$ cat config.mk
export PLATFORM = sky130hd
export DESIGN_NAME = ks_prefix_pipe
export DESIGN_NICKNAME = d
export VERILOG_FILES = /design/src/rtl/ks_pkg.sv /design/src/rtl/ks_black_cell.sv /design/src/rtl/ks_prefix_pipe.sv
export SDC_FILE = /design/constraint.sdc
export NUM_CORES = 1
export LEC_CHECK = 0
export ABC_AREA = 1
export CAP_MARGIN = 20
export CORE_MARGIN = 4
export CORE_UTILIZATION = 26
export CTS_BUF_LIST = sky130_fd_sc_hd__clkbuf_8
export DETAILED_ROUTE_END_ITERATION = 6
export PLACE_DENSITY_LB_ADDON = 0.2
export SETUP_SLACK_MARGIN = 0.5
export SLEW_MARGIN = 10
export SYNTH_ARGS = -nofsm -noshare
export SYNTH_HDL_FRONTEND = slang
export SYNTH_SLANG_ARGS = --single-unit
$ cat constraint.sdc
create_clock -name Clk -period 1.3 [get_ports Clk]
set_input_delay 0.13 -clock Clk [delete_from_list [all_inputs] [get_ports Clk]]
set_output_delay 0.13 -clock Clk [all_outputs]
set_load 0.02 [all_outputs]
$ cat src/rtl/ks_pkg.sv
`default_nettype none
// ============================================================================
// Module  : ks_pkg
// Brief   : Shared constants and stage payload record for the Kogge-Stone pipe.
// Revision: 1.0
// ============================================================================
package ks_pkg;

    localparam int WIDTH  = 16;
    localparam int LEVELS = 4;
    localparam int SPAN_TABLE [0:LEVELS-1] = '{1, 2, 4, 8};

    // One pipeline stage: running prefix (g, p) plus the untouched P and Cin
    // that the final sum needs.
    typedef struct packed {
        logic [WIDTH-1:0] g;
        logic [WIDTH-1:0] p;
        logic [WIDTH-1:0] p_orig;
        logic             cin;
        logic             valid;
    } stage_t;

endpackage
`default_nettype wire

$ cat src/rtl/ks_black_cell.sv
`default_nettype none
// ============================================================================
// Module  : ks_black_cell
// Brief   : Kogge-Stone prefix operator combining bit i with bit i-span.
// Revision: 1.0
// ============================================================================
module ks_black_cell (
    input  logic gi,
    input  logic pi,
    input  logic gj,
    input  logic pj,
    output logic g,
    output logic p
);

    assign g = gi | (pi & gj);
    assign p = pi & pj;

endmodule
`default_nettype wire

$ cat src/rtl/ks_prefix_pipe.sv
`default_nettype none
// ============================================================================
// Module  : ks_prefix_pipe
// Brief   : 4-stage valid/ready pipelined Kogge-Stone carry prefix and sum.
// Revision: 1.0
// ============================================================================
module ks_prefix_pipe #(
    parameter int WIDTH = ks_pkg::WIDTH
) (
    input  logic             Clk,
    input  logic             Rst,
    input  logic [WIDTH-1:0] G,
    input  logic [WIDTH-1:0] P,
    input  logic             Cin,
    input  logic             In_valid,
    output logic             In_ready,
    output logic [WIDTH-1:0] Sum,
    output logic             Cout,
    output logic             Out_valid,
    input  logic             Out_ready
);
    import ks_pkg::*;

    stage_t [LEVELS-1:0] stage_q;
    stage_t              fold_w;
    stage_t              last_w;
    logic   [LEVELS-1:0] ready_w;
    logic                unused_w;

    // Carry-in is folded into bit 0 so the prefix tree sees a plain G/P row.
    always_comb begin
        fold_w        = '0;
        fold_w.g      = G;
        fold_w.g[0]   = G[0] | (P[0] & Cin);
        fold_w.p      = P;
        fold_w.p_orig = P;
        fold_w.cin    = Cin;
        fold_w.valid  = In_valid;
    end

    always_comb begin
        ready_w           = '0;
        ready_w[LEVELS-1] = ~stage_q[LEVELS-1].valid | Out_ready;
        for (int l = LEVELS - 2; l >= 0; l--) begin
            ready_w[l] = ~stage_q[l].valid | ready_w[l+1];
        end
    end

    for (genvar l = 0; l < LEVELS; l++) begin : g_level
        localparam int SPAN = SPAN_TABLE[l];

        stage_t           lvl_in_w;
        stage_t           stage_d;
        logic [WIDTH-1:0] g_w;
        logic [WIDTH-1:0] p_w;

        if (l == 0) begin : g_src_input
            assign lvl_in_w = fold_w;
        end else begin : g_src_stage
            assign lvl_in_w = stage_q[l-1];
        end

        for (genvar i = 0; i < WIDTH; i++) begin : g_bit
            if (i >= SPAN) begin : g_cell
                ks_black_cell u_cell (
                    .gi (lvl_in_w.g[i]),
                    .pi (lvl_in_w.p[i]),
                    .gj (lvl_in_w.g[i-SPAN]),
                    .pj (lvl_in_w.p[i-SPAN]),
                    .g  (g_w[i]),
                    .p  (p_w[i])
                );
            end else begin : g_pass
                assign g_w[i] = lvl_in_w.g[i];
                assign p_w[i] = lvl_in_w.p[i];
            end
        end

        always_comb begin
            stage_d   = lvl_in_w;
            stage_d.g = g_w;
            stage_d.p = p_w;
        end

        // Loading while upstream is empty inserts a bubble (valid=0).
        always_ff @(posedge Clk) begin
            if (Rst) begin
                stage_q[l] <= '0;
            end else if (ready_w[l]) begin
                stage_q[l] <= stage_d;
            end
        end
    end

    assign last_w    = stage_q[LEVELS-1];
    assign Sum       = last_w.p_orig ^ {last_w.g[WIDTH-2:0], last_w.cin};
    assign Cout      = last_w.g[WIDTH-1];
    assign Out_valid = last_w.valid;
    assign In_ready  = ~Rst & ready_w[0];
    assign unused_w  = ^last_w.p;

endmodule
`default_nettype wire

==> impl_metrics.csv <==
group,metric,value,unit
sta,timing.clock.skew,0.0122,ns
finish,final_core_utilization,0.457,
power_and_ir_drop,share_seq_of_total_power,0.548,
detailed_routing,routed_wire_length_per_instance,16.4,um
run_status,violations,"negative setup slack",
place,routabilityCongestion,0.783,
power_and_ir_drop,netSwitchingPower,2.81,mW
place,dpl.hpwl,13500,um
critical_path,critPathKind,"reg2reg",
run_status,run_status,"complete, but fails checks",
critical_path,timing.critical_path.slowest_stage_cell,"dfxtp_4",
finish,drive_above_1_share,0.447,
global_route,grt.overflow.total,0,
critical_path,timing.critical_path.to_type,"register",
detailed_routing,antenna_left,0,
global_route,antenna_found_initial,0,
sta,setup_viol,171,
power_and_ir_drop,share_clk_of_total_power,0.342,
cts,clk-insertion-delay-late,0.46,ns
power_and_ir_drop,irDropWorstVdd,0.000464,V
global_route,grt_usage,0.165,
detailed_routing,drc_violation_count_after_routing,0,
sta,timing_worst_slew_pin_value,0.514,ns
finish,final_net_count,1148,
run,maxCapViolCount,0,
sta,timing.max_slew.rel_slack,0.657,
finish,commonest_cells_after_routing_fill_and_taps_aside,"nor2_1, dfxtp_1, nand2_1, inv_1, buf_4",
power_and_ir_drop,power_frac_comb,0.109,
synthesis,synth-seq-area-share,0.503,
critical_path,worst-path-max-fanout,6,
floorplan,start_util,0.266,
sta,min_period,1.62,ns
power_and_ir_drop,power_per_cell_area,875,nW/um^2
detailed_routing,vias_per_cell,4.43,
cts,cts_num_sinks,170,
cts,post_cts_hold_buffer_count,0,
power_and_ir_drop,total_power,10.2,mW
critical_path,critical_path_arrival,1.95,ns
power_and_ir_drop,swShare,0.277,
global_route,vias_in_the_first_global_route,6404,
detailed_routing,drt_first_iter_violations,333,
synthesis,netlist-cell-type-count,22,
finish,fin_cells,1453,
critical_path,required,1.63,ns
detailed_routing,vias,6444,
floorplan,fp.dieH,169,um
cts,cts_tree,"built",
critical_path,r2r_setup_slack,-0.32,ns
floorplan,coreArea,25400,sq um
global_route,grt_max_degree,37,
sta,layout_setup_ws,-0.320,ns
detailed_routing,route.final.wire_length,23900,um
cts,worst_setup_hold_path_clk_slew,0.09,ns
cts,cts_root_buf,"clkbuf_8",
finish,areaGrowthSynthToFinish,71.6,%
synthesis,syn-mean-instance-area,7.19,sq um
sta,rsz_0062_raised_after_global_routing,"true",
global_route,grt_pass1_wl,36900,um
finish,antennaDiodeCount,0,
floorplan,floorplan.die.width,169,um
power_and_ir_drop,cellLeakagePower,5.14,nW
synthesis,yosysWarnings,0,
cts,clock_path_buffers,2,
finish,layout_commonest_cell,"nor2_1",
critical_path,timing.critical_path.buf_inv,8,
floorplan,fp.dieArea,28700,sq um
floorplan,placementRows,58,
synthesis,synthCells,941,
sta,finalHoldViolations,0,
place,port_buffers,55,
critical_path,timing.critical_path.slowest_cell_delay,0.35,ns
critical_path,cp-start-kind,"register",
cts,clock_tree.htree_level_count,4,
sta,fmax,617,MHz
critical_path,crit_family,"buffers and inverters",
synthesis,syn_nets,978,
min_path,hold_path.class,"in2reg",
synthesis,syn_area,6760,sq um
synthesis,ys_seq_elements,170,
sta,slew_violations,0,
cts,cts_made_buffers,17,
place,placement.setup.worst_slack,-0.683,ns
floorplan,num_io_pins,56,
place,placed_cell_count,1327,
power_and_ir_drop,internal_power,7.34,mW
finish,nFillCells,2485,
sta,fin_crit_sh,1.25,
detailed_routing,drtPass1Iterations,4,
critical_path,cp_cell_sequence,"buf_4 > buf_6 > buf_8 > nand3_4 > buf_6 > buf_12 > buf_12 > clkinv_16 > buf_16 > nand2_4 > a21oi_2",
[power by group through the flow]
stage | clock network, mW | registers (mW) | logic (mW)
after floorplan | 0 | 5.61 | 0.461
after global placement | 0 | 5.65 | 0.864
after detailed placement | 0 | 5.65 | 0.867
after CTS | 3.57 | 5.55 | 1.03
after global routing | 3.79 | 5.59 | 1.21
final | 3.48 | 5.57 | 1.11
[worst register-to-register path, stage by stage (launching register included)]
cell,delay [ns]
dfxtp_4,0.35
buf_4,0.13
buf_6,0.10
buf_8,0.12
nand3_4,0.09
buf_6,0.11
buf_12,0.11
buf_12,0.13
clkinv_16,0.09
buf_16,0.16
nand2_4,0.06
a21oi_2,0.05
[per-stage QoR]
step	setup TNS, ns	hold WS (ns)	instance area, sq um
after global routing	-49.94	0.185	11600
after CTS	-32.61	0.169	10800
final	-39.16	0.210	11600
after floorplan	0	0.251	6950
after detailed placement	-50.84	0.454	8170
after global placement	-53.07	0.450	8170
[cells by family (layout without fill, tap and decap cells)]
kind of cell,Yosys count,count (layout),share of synthesized area
xor+xnor,16,16,0.0207
compound gates,181,181,0.139
buf+inv,135,317,0.0795
flops,170,170,0.503
simple gates,439,439,0.258
[repair_timing]
item / 4_1_cts / 5_1_grt
cloned: 37 / 2
setup endpoints to repair: 189 / 189
setup buffers: 36 / 20
pin swaps: 47 / 46
gates resized for setup: 451 / 180
[cell usage after synthesis]
library cell	number	area, sq um
inv_1	78	293
buf_2	13	65.1
inv_2	1	3.75
o21bai_1	2	15.0
a211oi_1	2	15.0
nand2_1	208	781
buf_4	2	15.0
xor2_1	16	140
o21ai_0	88	440
clkbuf_1	34	128
buf_6	1	11.3
a21oi_1	75	375
a31oi_1	8	50.1
nand3_1	42	210
a21boi_0	5	37.5
nand3_2	2	20.0
dfxtp_1	170	3400
o21ai_1	1	5.00
nor2_4	3	33.8
buf_1	6	22.5
nor2_1	183	687
nand4_2	1	12.5
[state kept, by name, indices dropped and copies added, names as in the netlist]
register / cells
last_w: 32
Out_valid: 1
g_level.g_w: 14
g_level.lvl_in_w: 122
Cout: 1
[final cells by class]
class                      count  area, sq um  share of cell area
clock inverter                12         92.6             0.00798
timing repair buffer         207         2960               0.255
sequential                   170         3470               0.299
tap                          330          413              0.0356
inverter                      79          323              0.0278
clock buffer                  19          262              0.0225
multi-input combinational    636         4080               0.352
[routing by layer]
layer	routed length [um]	track usage	vias to the layer above
li1	-	-	3305
met1	11400	0.229	3011
met2	11400	0.267	110
met3	712	0.0321	18
met4	270	0.0382	0
met5	0	0	-
[path summary, 6_finish.rpt]
| check | start | to | cells after the start |
|---|---|---|---|
| setup / recovery | Out_valid | g_level[3].lvl_in_w[4] | 11 |
| hold / removal | Rst | Out_valid | 3 |
| setup reg to reg | Out_valid | g_level[3].lvl_in_w[4] | 11 |
| hold reg to reg | g_level[3].lvl_in_w[13] | g_level[3].lvl_in_w[13] | 2 |
(Power assumes the default switching activity.)
==> variant (same flow settings) <==
Make the reset (`Rst`) asynchronous in one clocked block.
--- a/src/rtl/ks_prefix_pipe.sv
+++ b/src/rtl/ks_prefix_pipe.sv
@@ -84,5 +84,5 @@
 
         // Loading while upstream is empty inserts a bubble (valid=0).
-        always_ff @(posedge Clk) begin
+        always_ff @(posedge Clk or posedge Rst) begin
             if (Rst) begin
                 stage_q[l] <= '0;
Function: differs if Rst is asserted again (counterexample within 10 cycles, from zero or initial values and one cycle with Rst high); with Rst held inactive, the same outputs for 10 cycles.
==> variant against the unedited design <==
  * The run still ends with setup timing left
  * Worst setup slack improved by 73 ps
  * Worst hold slack got worse by 13 ps
  * Sequential cell count stayed put
  * First-iteration DRC count is 0.60% higher
  * Area after synthesis up 3.6%
  * Wire length is 10% lower
  * Design area shrank 4.6%
  * Fmax grew 4.7%
Power is not compared: it rests on default switching activity, and its combinational part moved more than twofold at a synthesized area within 25%.
==> variant: results <==
logic_synthesis:
  synth_area_leaders: "dfrtp_1 61%, nand2_1 19%, o21ai_0 4.4%"
  ys_seq_area_share_pct: 60.7
  synthArstFlopShare_pct: 100
  synth-xor-area-share_pct: 2.00
  synth_common_cells: "358 x nand2_1, 170 x dfrtp_1, 61 x o21ai_0"
  synth_compound_area_share_pct: 7.82
  syn_avg_cell_area_um2: 8.77
final_layout:
  multi_input_gates: 544
  final-nonclk-buf-share_pct: 21.0
  n_fill_cell: 2615
  utilization_pct: 42.1
  clock_area_share_pct: 3.48
  multi_input_area_share_pct: 31.7
  drive_gt1_share_pct: 44.3
  n_all_buffers: 162
  regArea_um2: 4250
  num-clock-buffers: 18
  nNonClkInverters: 45
detailed_routing:
  wl_um: 21500
  dr.first_iter.drc_count: 335
  wl_met1_um: 10100
  route.met2.wl_um: 10200
  viasPerCell: 4.49
  met3_length_um: 751
hold_path:
  worstHoldPathType: "in2reg"
  hp-start: "In_valid"
  whs_endpoint: "g_level[1].lvl_in_w[0]$_DFFE_PP0P_"
placement:
  place_area_um2: 8210
  gp_congestion: 0.753
  pre_cts_slack_ps: -419
  dp_cells: 1182
  dp.final_hpwl_um: 12200
global_route:
  grt_max_degree: 35
  first_global_vias: 5571
  use_met3_pct: 2.61
  grt_util_met2_pct: 19.9
  track_usage_pct: 13.6
  met1_usage_pct: 20.2
timing:
  relSlewSlack_pct: 67.3
  clock_skew_ps: 13.7
  setup_viol: 150
  fin_ws_ps: -247
setup_path:
  crit_path_max_incr_delay_ps: 420
  path_max_fanout: 7
  r2r-start: "g_level[3].lvl_in_w[0]$_DFFE_PP0P_"
  slowest_stage: "dfrtp_1"
  rr_worst_depth: 8
power_and_ir_drop:
  leakagePower_nw: 5.47
status:
  violations: "setup timing"
  outcome: "finished with violations"
clock_network:
  root_buffer: "clkbuf_8"
floorplanning:
  rows: 59
==> variant: cell count changes in the layout (fill, tap and decap cells not counted), moves of 33 or more <==
cell | unedited run | this run
a21oi_2 | 33 | 0
dfxtp_1 | 135 | 0
nor2_1 | 139 | 0
nand2_1 | 132 | 171
dfrtp_1 | 0 | 170
nand2_4 | 30 | 71
nand2_2 | 45 | 116
==> variant: where the power goes <==
| group | internal (W) | switching (W) | leakage [nW] | total, W |
|---|---|---|---|---|
| registers | 0.00619 | 0.000861 | 2.07 | 0.00705 |
| clock network | 0.00162 | 0.00214 | 0.201 | 0.00376 |
| logic | 0.00243 | 0.00247 | 3.20 | 0.00490 |
| total | 0.0102 | 0.00547 | 5.47 | 0.0157 |
==> variant: what timing repair did <==
| item | CTS | global route |
|---|---|---|
| gates resized for setup | 154 | 401 |
| pin swaps | 7 | 67 |
| cloned | 14 | 20 |
| setup endpoints to repair | 189 | 189 |
| setup buffers | 22 | 18 |
